===== src/rtl/sound_arbiter_if.sv =====
// Sound-effect request bus between effect requesters and the arbiter.
interface sound_arbiter_if #(
   parameter int unsigned N_SFX  = 4,
   parameter int unsigned FREQ_W = 26,
   parameter int unsigned LEN_W  = 8
);
   logic [N_SFX-1:0]        sfx_req;
   logic [N_SFX*FREQ_W-1:0] sfx_freq;
   logic [N_SFX*LEN_W-1:0]  sfx_len;
   logic [N_SFX-1:0]        sfx_ack;

   modport master (output sfx_req, output sfx_freq, output sfx_len, input sfx_ack);
   modport slave  (input sfx_req, input sfx_freq, input sfx_len, output sfx_ack);
endinterface


===== src/rtl/sound_arbiter.sv =====
// Shares the note generator between background music and prioritized one-shot
// sound effects; effects are timed in prescaled ticks and followed by a silence gap.
module sound_arbiter #(
   parameter int unsigned N_SFX        = 4,
   parameter int unsigned FREQ_W       = 26,
   parameter int unsigned LEN_W        = 8,
   parameter int unsigned TICK_DIV     = 1000000,
   parameter int unsigned GAP_TICKS    = 2,
   parameter int unsigned SILENCE_FREQ = 1
) (
   input  logic              clk,
   input  logic              rst,
   input  logic              mute,
   input  logic [FREQ_W-1:0] bgm_freqL,
   input  logic [FREQ_W-1:0] bgm_freqR,
   sound_arbiter_if.slave    sfx,
   output logic [FREQ_W-1:0] freqL,
   output logic [FREQ_W-1:0] freqR,
   output logic [1:0]        active_id,
   output logic              sfx_busy
);

   localparam int unsigned PRE_W = (TICK_DIV > 1) ? $clog2(TICK_DIV) : 1;
   localparam int unsigned GAP_W = (GAP_TICKS > 0) ? $clog2(GAP_TICKS + 1) : 1;
   localparam logic [FREQ_W-1:0] SILENCE = FREQ_W'(SILENCE_FREQ);

   typedef enum logic [1:0] {
      IDLE = 2'd0,
      PLAY = 2'd1,
      GAP  = 2'd2
   } state_t;

   state_t             state_q, state_d;
   logic [N_SFX-1:0]   pending_q, pending_d;
   logic [PRE_W-1:0]   pre_q;
   logic [LEN_W-1:0]   dur_q, dur_d;
   logic [GAP_W-1:0]   gap_q, gap_d;
   logic [FREQ_W-1:0]  play_freq_q, play_freq_d;
   logic [N_SFX-1:0]   ack_d;
   logic [1:0]         id_d;
   logic [FREQ_W-1:0]  freq_l_d, freq_r_d;
   logic               tick;
   logic               any_pend;
   logic               grant;
   logic [1:0]         sel_idx;
   logic [N_SFX-1:0]   sel_oh;
   logic [LEN_W-1:0]   sel_len;
   logic [FREQ_W-1:0]  sel_freq;

   // Tick strobe on the last prescaler count.
   assign tick = (pre_q == PRE_W'(TICK_DIV - 1));

   // Free-running prescaler; grants never restart it.
   always_ff @(posedge clk) begin
      if (rst) begin
         pre_q <= '0;
      end else if (tick) begin
         pre_q <= '0;
      end else begin
         pre_q <= pre_q + PRE_W'(1);
      end
   end

   // Fixed-priority pick of the lowest pending index with its length and frequency.
   always_comb begin
      sel_idx  = 2'd0;
      sel_oh   = '0;
      sel_len  = '0;
      sel_freq = '0;
      any_pend = |pending_q;
      for (int i = int'(N_SFX) - 1; i >= 0; i--) begin
         if (pending_q[i]) begin
            sel_idx    = 2'(i);
            sel_oh     = '0;
            sel_oh[i]  = 1'b1;
            sel_len    = sfx.sfx_len[i*LEN_W +: LEN_W];
            sel_freq   = sfx.sfx_freq[i*FREQ_W +: FREQ_W];
         end
      end
   end

   // State register.
   always_ff @(posedge clk) begin
      if (rst) begin
         state_q <= IDLE;
      end else begin
         state_q <= state_d;
      end
   end

   // Next state, grant/preemption, effect timing and next output values.
   always_comb begin
      state_d     = state_q;
      pending_d   = pending_q;
      dur_d       = dur_q;
      gap_d       = gap_q;
      play_freq_d = play_freq_q;
      ack_d       = '0;
      id_d        = active_id;
      grant       = 1'b0;
      freq_l_d    = SILENCE;
      freq_r_d    = SILENCE;

      unique case (state_q)
         IDLE: begin
            grant = any_pend;
         end
         PLAY: begin
            if (any_pend && (sel_idx < active_id)) begin
               grant = 1'b1;
            end else if (tick) begin
               if (dur_q <= LEN_W'(1)) begin
                  if (GAP_TICKS > 0) begin
                     state_d = GAP;
                     gap_d   = GAP_W'(GAP_TICKS);
                  end else begin
                     state_d = IDLE;
                  end
               end else begin
                  dur_d = dur_q - LEN_W'(1);
               end
            end
         end
         GAP: begin
            if (tick) begin
               if (gap_q <= GAP_W'(1)) begin
                  state_d = IDLE;
               end else begin
                  gap_d = gap_q - GAP_W'(1);
               end
            end
         end
         default: begin
            state_d = IDLE;
         end
      endcase

      // A zero-length effect is acknowledged and discarded without playing.
      if (grant) begin
         pending_d = pending_q & ~sel_oh;
         ack_d     = sel_oh;
         id_d      = sel_idx;
         if (sel_len == '0) begin
            state_d = IDLE;
         end else begin
            state_d     = PLAY;
            dur_d       = sel_len;
            play_freq_d = sel_freq;
         end
      end

      // New requests merge in last so a same-cycle retrigger survives its own grant.
      pending_d = pending_d | sfx.sfx_req;

      if (!mute) begin
         unique case (state_d)
            PLAY: begin
               freq_l_d = play_freq_d;
               freq_r_d = play_freq_d;
            end
            GAP: begin
               freq_l_d = SILENCE;
               freq_r_d = SILENCE;
            end
            default: begin
               freq_l_d = bgm_freqL;
               freq_r_d = bgm_freqR;
            end
         endcase
      end
   end

   // Datapath and registered outputs.
   always_ff @(posedge clk) begin
      if (rst) begin
         pending_q   <= '0;
         dur_q       <= '0;
         gap_q       <= '0;
         play_freq_q <= SILENCE;
         sfx.sfx_ack <= '0;
         active_id   <= 2'd0;
         sfx_busy    <= 1'b0;
         freqL       <= SILENCE;
         freqR       <= SILENCE;
      end else begin
         pending_q   <= pending_d;
         dur_q       <= dur_d;
         gap_q       <= gap_d;
         play_freq_q <= play_freq_d;
         sfx.sfx_ack <= ack_d;
         active_id   <= id_d;
         sfx_busy    <= (state_d == PLAY);
         freqL       <= freq_l_d;
         freqR       <= freq_r_d;
      end
   end

endmodule

===== src/flat_wrapper.sv =====
// flat-port wrapper written by rule: the top's interface ports become plain ports
module sound_arbiter_flat 
#(
   parameter int unsigned N_SFX        = 4,
   parameter int unsigned FREQ_W       = 26,
   parameter int unsigned LEN_W        = 8,
   parameter int unsigned TICK_DIV     = 1000000,
   parameter int unsigned GAP_TICKS    = 2,
   parameter int unsigned SILENCE_FREQ = 1
)
  (clk, rst, mute, bgm_freqL, bgm_freqR, freqL, freqR, active_id, sfx_busy, sfx_sfx_req, sfx_sfx_freq, sfx_sfx_len, sfx_sfx_ack);
  sound_arbiter_if #(.N_SFX(N_SFX), .FREQ_W(FREQ_W), .LEN_W(LEN_W)) sfx_i ();
  input  logic clk;
  input  logic rst;
  input  logic mute;
  input  logic [FREQ_W-1:0] bgm_freqL;
  input  logic [FREQ_W-1:0] bgm_freqR;
  output logic [FREQ_W-1:0] freqL;
  output logic [FREQ_W-1:0] freqR;
  output logic [1:0] active_id;
  output logic sfx_busy;
  input wire logic [$bits(sfx_i.sfx_req)-1:0] sfx_sfx_req;
  input wire logic [$bits(sfx_i.sfx_freq)-1:0] sfx_sfx_freq;
  input wire logic [$bits(sfx_i.sfx_len)-1:0] sfx_sfx_len;
  output wire logic [$bits(sfx_i.sfx_ack)-1:0] sfx_sfx_ack;
  assign sfx_i.sfx_req = sfx_sfx_req;
  assign sfx_i.sfx_freq = sfx_sfx_freq;
  assign sfx_i.sfx_len = sfx_sfx_len;
  assign sfx_sfx_ack = sfx_i.sfx_ack;
  sound_arbiter #(.N_SFX(N_SFX), .FREQ_W(FREQ_W), .LEN_W(LEN_W), .TICK_DIV(TICK_DIV), .GAP_TICKS(GAP_TICKS), .SILENCE_FREQ(SILENCE_FREQ)) u_core (.clk(clk), .rst(rst), .mute(mute), .bgm_freqL(bgm_freqL), .bgm_freqR(bgm_freqR), .sfx(sfx_i), .freqL(freqL), .freqR(freqR), .active_id(active_id), .sfx_busy(sfx_busy));
endmodule

===== config.mk =====
export PLATFORM = sky130hd
export DESIGN_NAME = sound_arbiter_flat
export DESIGN_NICKNAME = d
export VERILOG_FILES = /design/src/rtl/sound_arbiter_if.sv /design/src/rtl/sound_arbiter.sv /design/src/flat_wrapper.sv
export SDC_FILE = /design/constraint.sdc
export NUM_CORES = 1
export LEC_CHECK = 0
export BUFFER_PORTS_ARGS = -buffer_cell sky130_fd_sc_hd__buf_2
export CAP_MARGIN = 30
export CORE_ASPECT_RATIO = 0.7
export CORE_UTILIZATION = 27
export CTS_BUF_LIST = sky130_fd_sc_hd__clkbuf_8
export DETAILED_ROUTE_END_ITERATION = 12
export GPL_ROUTABILITY_DRIVEN = 1
export RECOVER_POWER = 25
export SETUP_SLACK_MARGIN = 0.05
export SLEW_MARGIN = 20
export SYNTH_ARGS = -nofsm -noshare
export SYNTH_HDL_FRONTEND = slang
export SYNTH_SLANG_ARGS = --single-unit

===== constraint.sdc =====
create_clock -name clk -period 11.1 [get_ports clk]
set_clock_uncertainty 0.15 [all_clocks]
set_input_delay 0 -clock clk [delete_from_list [all_inputs] [get_ports clk]]
set_output_delay 0 -clock clk [all_outputs]
set_load 0.01 [all_outputs]

Yosys cells after proc, flatten, opt, wreduce, memory -nomap -nowiden
Cells that the tools add are included.

storage, ports and cells
  bits in registers = 121
  output and inout bits = 59

cells by class
  $add $sub $neg = 3
  equal/unequal tests = 10
  bitwise gates (word level) = 4
  reductions and logical operators = 9
  order comparisons = 3
  multiplexer cells = 43

operator list
  kind                                                                              number
  26-bit two-way mux                                                                6
  26-bit case mux with 2 select lines                                               2
  8-bit two-way mux                                                                 10
  2-bit two-way mux                                                                 15
  20-bit by 1-bit adder with 20-bit output, second input constant                   1
  20-bit equality test, second input constant                                       1
  4-bit two-way mux                                                                 5
  8-bit by 1-bit less-or-equal comparator with 1-bit output, second input constant  1
  8-bit zero test                                                                   1
  8-bit by 1-bit subtractor with 8-bit output, second input constant                1
  2-bit by 1-bit inequality test with 1-bit output, second input constant           3
  2-bit case mux with 3 select lines                                                1
  6-bit AND reduction                                                               1
  2-bit OR reduction                                                                3
  4-bit bitwise AND                                                                 1
  2-bit by 1-bit equality test with 1-bit output, second input constant             2
  2-bit equality test, second input constant                                        2
  2-bit inequality test, second input constant                                      2
  4-bit NOT                                                                         1
  4-bit bitwise OR                                                                  1
  2-bit case mux with 2 select lines                                                1
  4-bit OR reduction                                                                1
  2-bit by 1-bit less-or-equal comparator with 1-bit output, second input constant  1
  2-bit zero test                                                                   1
  7 further kinds                                                                   8

Logic depth before layout (Yosys ltp)
Gate-level depths: netlist of the first run.

  depth after elaboration = 11
  gate-level depth with buffers = 21
  gate-level depth less buffers = 15

Worst setup path after synthesis of the first run
No wires, ideal clock.

  kind = reg-to-reg
  from = register u_core.pending_q[1]
  to = register u_core.freqL[12]
  stages on the path, launching flop included = 20
  data arrival time = 4.356 ns
  data required time = 10.828 ns
  path slack = 6.472 ns
  setup time = 0.122 ns
  path through = dfxtp_1 > buf_6 > buf_6 > clkbuf_1 > clkbuf_1 > nor2_1 > o21a_1 > ha_1 > o311ai_0 > a21oi_1 > nand3_1 > a221o_1 > ha_1 > nor2b_1 > and2_1 > and4_4 > or2_1 > buf_6 > buf_6 > a221o_1

between the ends
  longest elaborated chain between the ends = 9

ends and longest elaborated chain
  what                                                                                             RTL line              text
  start: declaration                                                                               sound_arbiter.sv:34   logic [N_SFX-1:0] pending_q, pending_d;
  start signal: assignment                                                                         sound_arbiter.sv:186  pending_q <= pending_d;
  2-bit two-way mux (*) (2 in a row)                                                               sound_arbiter.sv:72   if (pending_q[i]) begin
  net u_core.sel_idx[1]                                                                            sound_arbiter.sv:45   logic [1:0] sel_idx;
  2-bit less-than comparator (*)                                                                   sound_arbiter.sv:109  if (any_pend && (sel_idx < active_id)) begin
  1-bit logical AND (*)                                                                            sound_arbiter.sv:109
  2-bit two-way mux / 1-bit two-way mux (equally long branches)                                    sound_arbiter.sv:109
  2-bit case mux with 3 select lines / 1-bit case mux with 2 select lines (equally long branches)  sound_arbiter.sv:104  unique case (state_q)
  2-bit two-way mux                                                                                sound_arbiter.sv:139  if (grant) begin
  2-bit equality test / 2-bit by 1-bit equality test with 1-bit output (equally long branches)     sound_arbiter.sv:156  unique case (state_d)
  26-bit case mux with 2 select lines (*)                                                          sound_arbiter.sv:156
  end signal: assignment                                                                           sound_arbiter.sv:193  freqL <= freq_l_d;
  end: declaration                                                                                 sound_arbiter.sv:17   output logic [FREQ_W-1:0] freqL,

The timed path passes the listed nets; every way through them passes the cells marked *.
A chain may end at the register's enable or synchronous reset.

Final worst setup path of the first run
  from = register u_core.pending_q[1]
  to = register u_core.freqR[13]

between the ends
  longest elaborated chain between the ends = 9

ends and longest elaborated chain
  what                                                                                             RTL line              text
  2-bit two-way mux (*) (2 in a row)                                                               sound_arbiter.sv:72
  net u_core.sel_idx[1]                                                                            sound_arbiter.sv:45
  2-bit less-than comparator (*)                                                                   sound_arbiter.sv:109
  1-bit logical AND (*)                                                                            sound_arbiter.sv:109
  2-bit two-way mux / 1-bit two-way mux (equally long branches)                                    sound_arbiter.sv:109
  2-bit case mux with 3 select lines / 1-bit case mux with 2 select lines (equally long branches)  sound_arbiter.sv:104
  2-bit two-way mux (*)                                                                            sound_arbiter.sv:139
  net u_core.state_d[0]                                                                            sound_arbiter.sv:33   state_t state_q, state_d;
  2-bit equality test / 2-bit by 1-bit equality test with 1-bit output (equally long branches)     sound_arbiter.sv:156
  26-bit case mux with 2 select lines (*)                                                          sound_arbiter.sv:156
  end signal: assignment                                                                           sound_arbiter.sv:194  freqR <= freq_r_d;
  end: declaration                                                                                 sound_arbiter.sv:18   output logic [FREQ_W-1:0] freqR,

Marks and branches as above.

==> load_flow_metrics.sql, run 1 <==
INSERT INTO impl_metrics (metric_group, metric, value, unit) VALUES
('run_status', 'outcome', 'completed', ''),
('clocking', 'clkTransAtPathRegs', '0.09', 'ns'),
('yosys', 'synthesis.area_per_instance', '8.518', 'µm²'),
('die', 'io_pins', '254', ''),
('yosys', 'asyncSetResetFlopFracSynth', '0', '%'),
('sta', 'final_period_minus_worst_setup_slack', '5.990', 'ns'),
('yosys', 'synth_warnings', '0', ''),
('place', 'numPortBuffers', '253', ''),
('clocking', 'cts.root.buffer_cell', 'sky130_fd_sc_hd__clkbuf_8', ''),
('grt', 'grt_use_total', '20.92', '%'),
('die', 'dieHeight', '122.8', 'µm'),
('run', 'max-cap-violations', '0', ''),
('clocking', 'postCtsHoldBufs', '177', ''),
('clocking', 'tritoncts.num_buffers', '17', ''),
('grt', 'first_global_vias', '6437', ''),
('detailed_routing', 'ant_nets', '0', ''),
('grt', 'grt_start_max_net_pins', '52', ''),
('yosys', 'synthesis.instances', '661', ''),
('pwr', 'power.leakage', '4.025', 'nW'),
('worst_hold_path', 'timing.hold.worst.start', 'sfx_sfx_freq[69]', ''),
('layout', 'num-nets-final', '1275', ''),
('die', 'start_util', '27.98', '%'),
('sta', 'report.final.hold_viol_count', '0', ''),
('detailed_routing', 'routed-via-count', '6765', ''),
('sta', 'accumulated_negative_setup_slack', '0', 'ns'),
('yosys', 'post_synth_top_area_cell', 'sky130_fd_sc_hd__dfxtp_1', ''),
('clocking', 'clkLatencyLatePin', '0.44', 'ns'),
('die', 'floorplan.core_area', '20120', 'µm²'),
('critical_path', 'worstPathMaxFanout', '36', ''),
('yosys', 'yosysUniqueCellTypes', '52', ''),
('die', 'die-area', '21440', 'µm²'),
('die', 'cell_rows', '43', ''),
('yosys', 'synth_area', '5630', 'µm²'),
('place', 'dp_hpwl', '15490', 'µm'),
('worst_hold_path', 'holdPathEnd', 'u_core.play_freq_q[17]', ''),
('detailed_routing', 'vias_per_inst', '4.989', ''),
('detailed_routing', 'post-route-drc-count', '0', ''),
('detailed_routing', 'wirelength', '22750', 'µm'),
('detailed_routing', 'initialDrtViolationCount', '625', ''),
('yosys', 'synth-seq-area-share', '43.02', '%'),
('critical_path', 'ff2ff_path_depth', '18', ''),
('die', 'width_of_the_die', '174.6', 'µm'),
('critical_path', 'critical_path_class', 'reg2reg', ''),
('place', 'post-place-ws', '5.401', 'ns'),
('grt', 'antenna_found_initial', '0', ''),
('yosys', 'synth_nets', '863', ''),
('sta', 'grt_setup_unrepaired', 'no', ''),
('grt', 'first_pass_grt_wire_length', '34520', 'µm'),
('critical_path', 'cp_data_required_time', '11.34', 'ns'),
('yosys', 'synthDominantCellAreaShare', '43.02', '%'),
('sta', 'pnr_worst_setup_slack', '5.110', 'ns'),
('sta', 'final-setup-viol-count', '0', ''),
('critical_path', 'crit_arrival', '6.23', 'ns'),
('layout', 'area.growth.synth_to_final', '64.96', '%'),
('clocking', 'cts_max_level', '4', ''),
('yosys', 'yosys-top-cells-area', 'sky130_fd_sc_hd__dfxtp_1 43%, sky130_fd_sc_hd__nor2_1 7.3%, sky130_fd_sc_hd__a221o_1 5.2%', ''),
('sta', 'timing.final.crit_share', '53.96', '%'),
('clocking', 'tritoncts_clock_tree', 'done', ''),
('worst_hold_path', 'classification_of_the_worst_slack_hold_path', 'in2reg', ''),
('critical_path', 'crit_reg_reg_startpoint', 'u_core.pending_q[1]', ''),
('critical_path', 'critical_path.endpoint_type', 'register', ''),
('yosys', 'synth-seq-cells', '121', ''),
('worst_hold_path', 'min_path_cells', '5', ''),
('grt', 'grt_overflow_total', '0', ''),
('yosys', 'synth_flop_cell', 'sky130_fd_sc_hd__dfxtp_1', ''),
('critical_path', 'critPathLaunchType', 'register', ''),
('clocking', 'cts_repair_resize_count', '0', ''),
('critical_path', 'regToRegEndpoint', 'u_core.freqR[13]', ''),
('sta', 'max_slew_violation_total_from_the_final_report', '0', ''),
('sta', 'worst_pin_slew', '0.8836', 'ns'),
('clocking', 'clkSinkCount', '121', ''),
('sta', 'max_slew_headroom', '41.09', '%'),
('clocking', 'postCtsSetupRepairBufs', '0', ''),
('sta', 'clock.fmax', '0.1670', 'GHz'),
('layout', 'antenna_cells', '0', ''),
('place', 'gp_congestion', '0.8370', ''),
('detailed_routing', 'wl_per_cell', '16.77', 'µm'),
('layout', 'post_route_cells_drive_above_1_share', '24.59', '%'),
('detailed_routing', 'detail_route.first_pass.iterations', '5', ''),
('pwr', 'worst_ir_drop_vdd', '0.00007442', 'V'),
('pwr', 'p_per_area', '149.1', 'nW/µm²'),
('yosys', 'synth_edf_count', '0', ''),
('critical_path', 'timing.reg2reg.setup_slack', '5.11', 'ns'),
('clocking', 'max-clock-path-buffers', '2', '');
final cells by class:
class	count	area (µm²)
Multi-Input combinational cell	482	2967
Timing Repair Buffer	440	3092
Sequential cell	121	2425
Inverter	11	41.29
Fill cell	1955	10830
Clock inverter	15	191.4
Tap cell	270	337.8
Clock buffer	17	234.0
sequential cells by signal, summed over array words and instances, names as in the netlist:
register,flops
u_core.pre_q,20
u_core.sfx_busy,1
u_core.freqR,26
u_core.state_q,2
u_core.play_freq_q,26
u_core.active_id,2
u_core.pending_q,4
u_core.gap_q,2
u_core.sfx.sfx_ack,4
u_core.dur_q,8
u_core.freqL,26
report_power, final:
group / internal (mW) / switching [mW]
clock: 0.227 / 0.208
combinational: 0.201 / 0.215
sequential: 0.494 / 0.0395
routing by layer:
| layer | global-route usage (%) | wire length (µm) | vias up |
|---|---|---|---|
| met4 | 8.098 | 599 | 0 |
| met1 | 26.93 | 10090 | 3156 |
| li1 | - | - | 3246 |
| met5 | 0 | 0 | - |
| met3 | 5.266 | 1696 | 46 |
| met2 | 33.74 | 10370 | 317 |
through the flow:
| step | power (mW) | hold slack, ns | cells | area (µm²) | utilization [%] |
|---|---|---|---|---|---|
| after floorplan | 0.7385 | -0.03257 | 661 | 5630 | - |
| after global placement | 0.8650 | 0.05746 | 1142 | 7074 | 35.16 |
| after detailed placement | 0.8693 | 0.06951 | 1145 | 7112 | 35.34 |
| after CTS | 1.390 | 0.01410 | 1354 | 9309 | 46.26 |
| after global routing | 1.464 | 0.08260 | 1356 | 9288 | 46.16 |
| final | 1.385 | 0.04674 | 1356 | 9288 | 46.16 |
cells in the final DEF, fill, tap and decap left out, drive strengths merged, types with 3 or more instances in the layout:
master,n
a211oi,20
a21oi,23
a221o,29
a221oi,14
a22oi,38
a2bb2oi,7
a31o,3
and2,3
and3,9
buf,218
bufinv,3
clkbuf,62
clkinv,5
clkinvlp,4
dfxtp,121
dlygate4sd3,177
ha,7
inv,14
nand2,52
nand3,40
nand3b,9
nand4,6
nor2,109
nor2b,7
nor3,14
nor4,5
nor4b,5
o21ai,33
o22ai,3
xnor2,5
xor2,20
Yosys cell counts, drive strengths merged (3+ instances only):
cell type,number
dfxtp,121
nor2,109
nand2,52
nand3,40
a22oi,38
o21ai,33
a221o,29
clkbuf,29
a21oi,23
a211oi,20
xor2,20
buf,18
a221oi,14
nor3,14
inv,10
and3,9
nand3b,9
a2bb2oi,7
ha,7
nor2b,7
nand4,6
nor4,5
nor4b,5
xnor2,5
a31o,3
and2,3
o22ai,3
critical path, cell delays in order (launching register included):
cell and delay, ns:
sky130_fd_sc_hd__dfxtp_2 0.51, sky130_fd_sc_hd__buf_4 0.45, sky130_fd_sc_hd__nor2_1 0.14, sky130_fd_sc_hd__o21a_1 0.14, sky130_fd_sc_hd__ha_1 0.31, sky130_fd_sc_hd__nor2b_1 0.14
sky130_fd_sc_hd__o21ai_0 0.18, sky130_fd_sc_hd__nand3_1 0.38, sky130_fd_sc_hd__a31oi_4 0.70, sky130_fd_sc_hd__a21oi_1 0.16, sky130_fd_sc_hd__inv_1 0.10, sky130_fd_sc_hd__ha_1 0.25
sky130_fd_sc_hd__nor2b_1 0.22, sky130_fd_sc_hd__nand2_1 0.15, sky130_fd_sc_hd__nor2_1 0.54, sky130_fd_sc_hd__or2_1 0.45, sky130_fd_sc_hd__buf_16 0.21, sky130_fd_sc_hd__a221o_1 0.17
sky130_fd_sc_hd__dlygate4sd3_1 0.56
how the worst max path moves through the flow:
stage,start,end,slack (ns),cells past startpoint
final,u_core.pending_q[1],u_core.freqR[13],5.11,18
after global routing,u_core.pending_q[1],u_core.freqR[13],4.63,18
after floorplan,u_core.pending_q[1],u_core.freqL[12],6.47,19
after CTS,u_core.pending_q[1],u_core.freqR[13],4.81,17
after global placement,u_core.pending_q[1],u_core.freqR[12],5.24,16
after detailed placement,u_core.pending_q[1],u_core.freqR[10],5.40,16
logic make-up (layout without fill, tap and decap cells):
kind of cell | after synthesis | count (layout) | synth area share (%)
adder cells (fa/ha/maj) | 7 | 7 | 1.555
AO/OA/AOI/OAI | 178 | 178 | 23.58
multiplexers | 2 | 2 | 0.3778
buffers and inverters | 58 | 483 | 4.800
flip-flops | 121 | 121 | 43.02
AND/OR/NAND/NOR | 270 | 270 | 22.78
XOR/XNOR | 25 | 25 | 3.889
Note: power is estimated with default switching activity, not from simulation.
==> run 2, diff against run 1 <==
- clock period: 11.1 -> 5.6 ns (I/O delays scaled with it)
==> load_flow_metrics.sql, run 2 (synthesized netlist as in run 1, its figures left out) <==
INSERT INTO impl_metrics (metric_group, metric, value, unit) VALUES
('worst_hold_path', 'classification_of_the_worst_slack_hold_path', 'in2reg', ''),
('pwr', 'internal_power', '1.852', 'mW'),
('layout', 'largest_registers_in_the_final_layout', 'u_core.freqL x26, u_core.freqR x26, u_core.play_freq_q x26', ''),
('critical_path', 'cp_data_required_time', '5.84', 'ns'),
('die', 'start_util', '27.98', '%'),
('grt', 'grt_start_max_net_pins', '50', ''),
('critical_path', 'critPathLaunchType', 'register', ''),
('layout', 'layout.cell_area.non_filler', '9408', 'µm²'),
('grt', 'grt_overflow_total', '0', ''),
('clocking', 'max-clock-path-buffers', '2', ''),
('critical_path', 'critical_path.endpoint_type', 'register', ''),
('place', 'numPortBuffers', '253', ''),
('sta', 'timing.final.crit_share', '94.65', '%'),
('sta', 'final-setup-viol-count', '0', ''),
('place', 'dp_hpwl', '15700', 'µm'),
('pwr', 'report.power.total', '2.756', 'mW'),
('layout', 'post_route_cells_drive_above_1_share', '24.45', '%'),
('pwr', 'worst_ir_drop_vdd', '0.0001373', 'V'),
('layout', 'final_cell_mix', '208 x sky130_fd_sc_hd__buf_2, 189 x sky130_fd_sc_hd__dlygate4sd3_1, 119 x sky130_fd_sc_hd__dfxtp_1', ''),
('clocking', 'cts_max_level', '4', ''),
('sta', 'max_slew_violation_total_from_the_final_report', '0', ''),
('detailed_routing', 'vias_per_inst', '5.010', ''),
('clocking', 'tritoncts_clock_tree', 'done', ''),
('grt', 'first_global_vias', '6583', ''),
('die', 'floorplan.core_area', '20120', 'µm²'),
('grt', 'grt_use_total', '21.11', '%'),
('critical_path', 'worstPathMaxFanout', '29', ''),
('sta', 'grt_setup_unrepaired', 'yes', ''),
('layout', 'area.growth.synth_to_final', '67.09', '%'),
('sta', 'final_period_minus_worst_setup_slack', '5.300', 'ns'),
('die', 'dieHeight', '122.8', 'µm'),
('pwr', 'switchingPower', '904.6', 'µW'),
('die', 'width_of_the_die', '174.6', 'µm'),
('sta', 'accumulated_negative_setup_slack', '0', 'ns'),
('die', 'cell_rows', '43', ''),
('detailed_routing', 'post-route-drc-count', '0', ''),
('pwr', 'p_per_area', '293.0', 'nW/µm²'),
('place', 'gp_congestion', '0.8360', ''),
('layout', 'num-nets-final', '1289', ''),
('clocking', 'postCtsSetupRepairBufs', '0', ''),
('place', 'placed_cell_area', '7119', 'µm²'),
('detailed_routing', 'wl_per_cell', '17.02', 'µm'),
('layout', 'antenna_cells', '0', ''),
('layout', 'mostFrequentLayoutCell', 'sky130_fd_sc_hd__buf_2', ''),
('detailed_routing', 'ant_nets', '0', ''),
('pwr', 'comb_power_share', '30.5', '%'),
('detailed_routing', 'initialDrtViolationCount', '660', ''),
('pwr', 'power.share.sequential', '38.5', '%'),
('pwr', 'p_clk_share', '31.0', '%'),
('critical_path', 'crit_arrival', '5.54', 'ns'),
('clocking', 'tritoncts.num_buffers', '17', ''),
('clocking', 'clkTransAtPathRegs', '0.08', 'ns'),
('grt', 'first_pass_grt_wire_length', '35070', 'µm'),
('clocking', 'clkSinkCount', '121', ''),
('grt', 'antenna_found_initial', '0', ''),
('sta', 'max_slew_headroom', '36.74', '%'),
('critical_path', 'critical_path_class', 'reg2reg', ''),
('sta', 'worst_pin_slew', '0.9489', 'ns'),
('detailed_routing', 'detail_route.first_pass.iterations', '6', ''),
('clocking', 'cts.root.buffer_cell', 'sky130_fd_sc_hd__clkbuf_8', ''),
('die', 'io_pins', '254', ''),
('sta', 'clock.fmax', '0.1887', 'GHz'),
('detailed_routing', 'wirelength', '23310', 'µm'),
('pwr', 'switching_share', '32.82', '%'),
('run_status', 'outcome', 'completed', ''),
('run', 'max-cap-violations', '0', ''),
('sta', 'report.final.hold_viol_count', '0', ''),
('clocking', 'clkLatencyLatePin', '0.44', 'ns'),
('pwr', 'power.leakage', '4.059', 'nW'),
('die', 'die-area', '21440', 'µm²'),
('detailed_routing', 'routed-via-count', '6864', '');
==> run 2: area by class of cell <==
| type | instances | area [µm²] |
|---|---|---|
| flip-flops and latches | 121 | 2425 |
| well taps | 270 | 337.8 |
| clock inverters | 13 | 165.2 |
| multi-input cells | 482 | 2978 |
| repair buffers | 454 | 3199 |
| fillers | 1927 | 10710 |
| inverters | 11 | 41.29 |
| clock buffers | 19 | 261.5 |
==> run 2: critical path, stage by stage, from the launching register on <==
cell	delay [ns]
sky130_fd_sc_hd__dfxtp_2	0.67
sky130_fd_sc_hd__buf_4	0.40
sky130_fd_sc_hd__nor4b_4	0.09
sky130_fd_sc_hd__buf_4	0.24
sky130_fd_sc_hd__nand2_1	0.08
sky130_fd_sc_hd__nor4b_2	0.72
sky130_fd_sc_hd__a31oi_4	0.14
sky130_fd_sc_hd__a21oi_1	0.24
sky130_fd_sc_hd__inv_1	0.07
sky130_fd_sc_hd__ha_1	0.31
sky130_fd_sc_hd__nor2b_1	0.26
sky130_fd_sc_hd__and2_1	0.18
sky130_fd_sc_hd__and4_4	0.30
sky130_fd_sc_hd__or2_1	0.37
sky130_fd_sc_hd__buf_8	0.23
sky130_fd_sc_hd__a221o_1	0.18
sky130_fd_sc_hd__dlygate4sd3_1	0.57
==> run 2: worst paths after layout <==
| check | start | to | slack (ns) | depth (start not counted) |
|---|---|---|---|---|
| max | u_core.pending_q[1] | u_core.freqL[12] | 0.30 | 16 |
| max reg2reg | u_core.pending_q[1] | u_core.freqL[12] | 0.30 | 16 |
| min | sfx_sfx_freq[77] | u_core.play_freq_q[25] | 0.05 | 5 |
| min reg2reg | u_core.pre_q[0] | u_core.pre_q[0] | 0.32 | 1 |
==> run 2: power by group through the flow <==
stage	clock (mW)	combinational (mW)	sequential (mW)
finish	0.855	0.841	1.06
global route	0.908	0.920	1.07
CTS	0.874	0.826	1.06
detailed placement	0	0.654	1.07
global placement	0	0.651	1.07
floorplan	0	0.386	1.08
==> run 2: repair_timing <==
| action | in CTS | in global routing |
|---|---|---|
| endpoints found under the setup margin | 0 | 16 |
| hold buffers | 189 | 0 |
| resized for setup | 0 | 1 |
| hold endpoints to repair | 90 | 0 |
==> run 2: routing by layer <==
metal / wire [µm] / share of wire [%] / track usage [%]
met5: 0 / 0 / 0
met4: 437 / 1.9 / 6.957
met3: 1812 / 7.8 / 4.957
met2: 10790 / 46 / 34.76
met1: 10270 / 44 / 27.28
==> run 2: through the flow <==
stage          hold WS (ns)  worst slack [ns]  util [%]  cells
6_report            0.04603            0.2997     46.75   1370
5_1_grt             0.03564           0.02633     46.75   1370
4_1_cts            0.003150            0.2008     46.90   1369
3_3_place_gp        0.06135            0.8410     35.38   1148
2_1_floorplan      -0.03257            0.9719         -    661
3_5_place_dp        0.06176            0.7513     35.38   1148
